**src/rtl/uart_rx.sv**
```systemverilog
// uart_rx: 8N1 serial receiver for the debug UART link (LSB first, idle-high).
// The line is synchronized, then sampled at mid-bit by a down-counting bit timer
// that restarts on every start edge. Each byte whose stop bit is high is
// presented on DATA_O together with a one-cycle RX_DONE_O strobe. A low stop bit
// gives a one-cycle FRAME_ERR_O strobe.
// Optional feature macro: UART_RX_ESC_FILTER_EN. When it is defined, ESC bytes
// enter pause, RESUME bytes leave it, and both are swallowed. ESC received while
// already paused is also swallowed. PAUSED_O shows the pause level.
// STATE_O exposes the FSM state for debug and checker binding.
// Handshake: RX_DONE_O and FRAME_ERR_O are single-cycle strobes with no back-pressure.
// DATA_O is valid in the cycle RX_DONE_O is high and is held until the next RX_DONE_O.
module uart_rx #(
   parameter int          CLK_RATE  = 100*10**6,
   parameter int          BAUD_RATE = 115200,
   parameter logic [7:0]  ESC       = 8'hB1,
   parameter logic [7:0]  RESUME    = 8'h00
) (
   input  logic       CLK_I,
   input  logic       RST_I,
   input  logic       RX_I,
   output logic [7:0] DATA_O,
   output logic       RX_DONE_O,
   output logic       FRAME_ERR_O,
   output logic       RX_BUSY_O,
   output logic       PAUSED_O,
   output logic [2:0] STATE_O
);

   // BIT_CYCLES must be at least 4 so the half-bit reload is non-zero.
   localparam int BIT_CYCLES = CLK_RATE / BAUD_RATE;
   localparam int CNT_W      = (BIT_CYCLES > 2) ? $clog2(BIT_CYCLES) : 1;
   localparam logic [CNT_W-1:0] CNT_FULL = CNT_W'(BIT_CYCLES - 1);
   localparam logic [CNT_W-1:0] CNT_HALF = CNT_W'(BIT_CYCLES / 2 - 1);

   typedef enum logic [2:0] {
      S_IDLE      = 3'd0,
      S_START     = 3'd1,
      S_DATA      = 3'd2,
      S_STOP      = 3'd3,
      S_WAIT_HIGH = 3'd4
   } state_t;

   state_t           state_q, state_d;
   logic             rx_meta, rx_s;
   logic [CNT_W-1:0] cnt_q;
   logic [2:0]       bit_idx_q;
   logic [7:0]       shift_q;
   logic [7:0]       data_q;
   logic             done_q, ferr_q;
   logic             sample;
   logic             stop_ok, stop_bad, deliver;
`ifdef UART_RX_ESC_FILTER_EN
   logic             paused_q;
   logic             pause_set, pause_clr;
`endif

   // A sample point is the bit timer reaching zero while a frame is in progress.
   assign sample = (state_q != S_IDLE) && (cnt_q == '0);

   // Two-flop synchronizer. It resets to the idle-high line level.
   always_ff @(posedge CLK_I or posedge RST_I) begin
      if (RST_I) begin
         rx_meta <= 1'b1;
         rx_s    <= 1'b1;
      end else begin
         rx_meta <= RX_I;
         rx_s    <= rx_meta;
      end
   end

   // FSM state register.
   always_ff @(posedge CLK_I or posedge RST_I) begin
      if (RST_I) state_q <= S_IDLE;
      else       state_q <= state_d;
   end

   // FSM next-state logic. IDLE is re-entered at mid stop bit, so a start bit
   // that follows with no gap is still detected.
   always_comb begin
      state_d = state_q;
      case (state_q)
         S_IDLE:      if (!rx_s) state_d = S_START;
         S_START:     if (sample) state_d = rx_s ? S_IDLE : S_DATA;
         S_DATA:      if (sample && (bit_idx_q == 3'd7)) state_d = S_STOP;
         S_STOP:      if (sample) state_d = rx_s ? S_IDLE : S_WAIT_HIGH;
         S_WAIT_HIGH: if (rx_s) state_d = S_IDLE;
         default:     state_d = S_IDLE;
      endcase
   end

   // FSM outputs and stop-bit decisions, including the pause filter.
   always_comb begin
      RX_BUSY_O = (state_q != S_IDLE);
      stop_ok   = (state_q == S_STOP) && sample && rx_s;
      stop_bad  = (state_q == S_STOP) && sample && !rx_s;
`ifdef UART_RX_ESC_FILTER_EN
      pause_set = stop_ok && !paused_q && (shift_q == ESC);
      pause_clr = stop_ok && paused_q && (shift_q == RESUME);
      deliver   = stop_ok && !pause_set && !pause_clr
                  && !(paused_q && (shift_q == ESC));
`else
      deliver   = stop_ok;
`endif
   end

   // Bit timer, bit index and shift register.
   always_ff @(posedge CLK_I or posedge RST_I) begin
      if (RST_I) begin
         cnt_q     <= '0;
         bit_idx_q <= 3'd0;
         shift_q   <= 8'h00;
      end else begin
         if (state_q == S_IDLE) begin
            if (!rx_s) cnt_q <= CNT_HALF;
         end else if (sample) begin
            cnt_q <= CNT_FULL;
         end else begin
            cnt_q <= cnt_q - 1'b1;
         end
         if ((state_q == S_START) && sample && !rx_s) bit_idx_q <= 3'd0;
         if ((state_q == S_DATA) && sample) begin
            shift_q[bit_idx_q] <= rx_s;
            bit_idx_q          <= bit_idx_q + 3'd1;
         end
      end
   end

   // Registered result: strobes last one cycle, and DATA_O changes only on delivery.
   always_ff @(posedge CLK_I or posedge RST_I) begin
      if (RST_I) begin
         data_q <= 8'h00;
         done_q <= 1'b0;
         ferr_q <= 1'b0;
      end else begin
         done_q <= deliver;
         ferr_q <= stop_bad;
         if (deliver) data_q <= shift_q;
      end
   end

`ifdef UART_RX_ESC_FILTER_EN
   // Pause level is driven by valid-stop ESC and RESUME bytes only.
   always_ff @(posedge CLK_I or posedge RST_I) begin
      if (RST_I)          paused_q <= 1'b0;
      else if (pause_set) paused_q <= 1'b1;
      else if (pause_clr) paused_q <= 1'b0;
   end
   assign PAUSED_O = paused_q;
`else
   assign PAUSED_O = 1'b0;
`endif

   assign DATA_O      = data_q;
   assign RX_DONE_O   = done_q;
   assign FRAME_ERR_O = ferr_q;
   assign STATE_O     = state_q;

endmodule
```
**config.mk**
```make
export PLATFORM = sky130hd
export DESIGN_NAME = uart_rx
export DESIGN_NICKNAME = d
export VERILOG_FILES = /design/src/rtl/uart_rx.sv
export SDC_FILE = /design/constraint.sdc
export NUM_CORES = 1
export LEC_CHECK = 0
export CORE_MARGIN = 3
export CORE_UTILIZATION = 55
export CTS_CLUSTER_SIZE = 10
export DETAILED_ROUTE_END_ITERATION = 8
export HOLD_SLACK_MARGIN = 0.06
export MAX_ROUTING_LAYER = met4
export PLACE_DENSITY = 0.85
export SLEW_MARGIN = 20
export SYNTH_ARGS = -nofsm -noshare
export SYNTH_HDL_FRONTEND = slang
export SYNTH_SLANG_ARGS = --single-unit
export TNS_END_PERCENT = 30
```
**constraint.sdc**
```tcl
create_clock -name CLK_I -period 2.7 [get_ports CLK_I]
set_input_delay 0.27 -clock CLK_I [delete_from_list [all_inputs] [get_ports CLK_I]]
set_output_delay 0.27 -clock CLK_I [all_outputs]
set_load 0.05 [all_outputs]
```
==> reports/results.txt <==
status: complete, no violations
CTS tree: done
clock skew: 9.447 ps
startpoint types: register
fmax: 0.4075 GHz
P_leak: 0.0009186 uW
Tmin final: 2454 ps
Final Hold Vio Count: 0
Via Count: 1276
clock slew at reported path FFs: 110 ps
Post-Route WL: 3.456 mm
final setup fails: 0
routed length on met2: 1.767 mm
largest area contributor in the netlist: dfrtp_1
postcts setup bufs: 0
vias in the first global route: 1296
Max Slew Vio Count: 0
Pwr Density: 455.7 nW/um2
synth-to-layout area growth: 17.31%
gp weighted congestion: 0.8683
unique cell type count in the Yosys netlist: 44
initial core utilization: 0.6057
Iteration-0 DRC Markers: 94
H-tree levels: 2
highest routed layer: met4
clk root buf: clkbuf_4
die width: 62.52 um
CP max FO: 10
crit end category: output port
Reg2Reg Setup Slack: 330 ps
fillers: 227
number of port buffers: 16
largest net degree at the start of global routing: 20
Via density: 5.646
VDD IR-drop max: 0.3822 mV
num rows: 19
setup TNS: 0 ps
critical path class: register to output port
post-route cell area: 2061 um2
DRC viols: 0
ranking of synthesized cells by area: dfrtp_1 (48%), mux2_2 (10%), nor2_1 (3.8%)
Synth Net Count: 169
hold_buf cts: 0
crit path capture: RX_BUSY_O
Worst R2R Start: cnt_q[0]
I/O Pins: 18
First-pass DRT Iterations: 4
HPWL after DPL: 2.523 mm
critical path arrival: 2180 ps
fraction of layout instances using a drive strength above 1: 0.2065
cells after synthesis: 162
HP Class: input pin to async pin
Die ar.: 3908 um2
ant diodes: 0
CTS Sinks: 36
met3 wire len: 109 um
GRT Util Overall: 0.2025
Die H: 62.52 um
WP data required: 2430 ps
period utilization: 0.9090
max_cap viols: 0
Avg Cell Area, Syn: 10.84 um2
Min Hold Slack: 296.1 ps
Nets: 190
post-placement cell area: 1976 um2
post-route antenna net violation count: 0
Num CTS Buffers: 5
Routed WL per cell: 15.29 um
RR Endpoint: DATA_O[0]
Overflow after GRT: 0
total power: 939.1 uW
Resized Gates After CTS: 1
R2R cell count: 7
worst-margin pin slew: 620.7 ps
first-pass GRT wire length: 6.120 mm
Mapped Area: 1757 um2
initial antenna violation count: 0
RSZ-0062 raised after global routing: false
clock latency on the worst-skew pair: 340 ps
Finished Core Util: 0.7105
sequential area share after synthesis: 0.5142
Core Box Area: 2900 um2
Yosys top cell area share: 0.4843
WL met1: 1.544 mm
synth warn: 0
crit path from: STATE_O[0]
Relative slew margins: 0.5857
Seq cells post-synth: 36
clk buf depth: 2
[logic make-up after synthesis]
kind of cell | synth area share
other | 0.002135
adders and majority gates | 0.02849
AOI/OAI and AO/OA | 0.1026
DFF | 0.5142
muxes | 0.1140
xor gates and xnor gates | 0.009973
and+or+nand+nor | 0.1937
buffers and inverters | 0.03490
[power breakdown]
| group | total, uW | leakage [uW] | internal (uW) | switching (uW) |
|---|---|---|---|---|
| combinational | 19.0 | 0.000401 | 5.13 | 13.9 |
| sequential | 546 | 0.000476 | 542 | 4.33 |
| clock | 374 | 0.0000412 | 193 | 181 |
[area by class of cell]
class	count	area [um2]	share of cell area
Clock buffer	5	37.54	0.01821
Clock inverter	3	42.54	0.02064
Inverter	6	22.52	0.01093
Multi-Input combinational cell	112	797.0	0.3868
Sequential cell	36	903.4	0.4384
Tap cell	42	52.55	0.02550
Timing Repair Buffer	22	205.2	0.09957
[metrics by stage]
stage	worst slack [ps]	instances
6_report	245.7	226
5_1_grt	115.5	226
4_1_cts	216.3	226
3_5_place_dp	265.3	218
3_3_place_gp	285.2	218
2_1_floorplan	491.4	162
[layout by cell type (no fill, tap or decap), types with 5 or more instances in the layout]
cell type,count
nor2_1,18
inv_1,6
nand4_1,5
nand2_1,13
clkbuf_4,5
buf_4,6
dfrtp_1,34
mux2_2,16
a21oi_1,9
clkdlybuf4s50_1,16
[layer usage]
metal	up-vias	global-route usage
met4	0	0.06612
met1	625	0.2438
li1	626	-
met3	4	0.05216
met5	-	-
met2	21	0.3329
[state kept, by name, summed over array words and instances (netlist names)]
signal and flops:
FRAME_ERR_O 1, RX_DONE_O 1, cnt_q 10, rx_s 1, bit_idx_q 3, rx_meta 1, DATA_O 8, shift_q 8
STATE_O 3
[worst min-delay path by stage]
stage,to,start
global placement,rx_s,rx_meta
CTS,shift_q[6],RST_I
global route,rx_meta,RX_I
floorplan,rx_meta,RX_I
detailed placement,rx_s,rx_meta
finish,DATA_O[6],RST_I
[critical path, stage by stage, from the launching register on]
cell and delay (ps):
dfrtp_1 510, nor3_2 490, inv_1 120, clkdlybuf4s50_1 730
[cells in the mapped netlist (all sizes together)]
cell	n
dfrtp	34
nor2	18
mux2	16
nand2	13
a21oi	9
inv	6
nor3	6
clkbuf	5
nand3	5
nand4	5
ha	4
buf	3
nor4b	3
a31oi	2
dfstp	2
mux2i	2
nand2b	2
o211ai	2
o21a	2
o21ai	2
o22ai	2
a21boi	1
a22o	1
a311oi	1
a32o	1
a32oi	1
a41oi	1
and3	1
and3b	1
conb	1
nor2b	1
nor3b	1
nor4	1
nor4bb	1
o211a	1
o31ai	1
or3	1
or4b	1
xnor2	1
xor2	1
No activity file was read; power rests on OpenSTA's default activity.
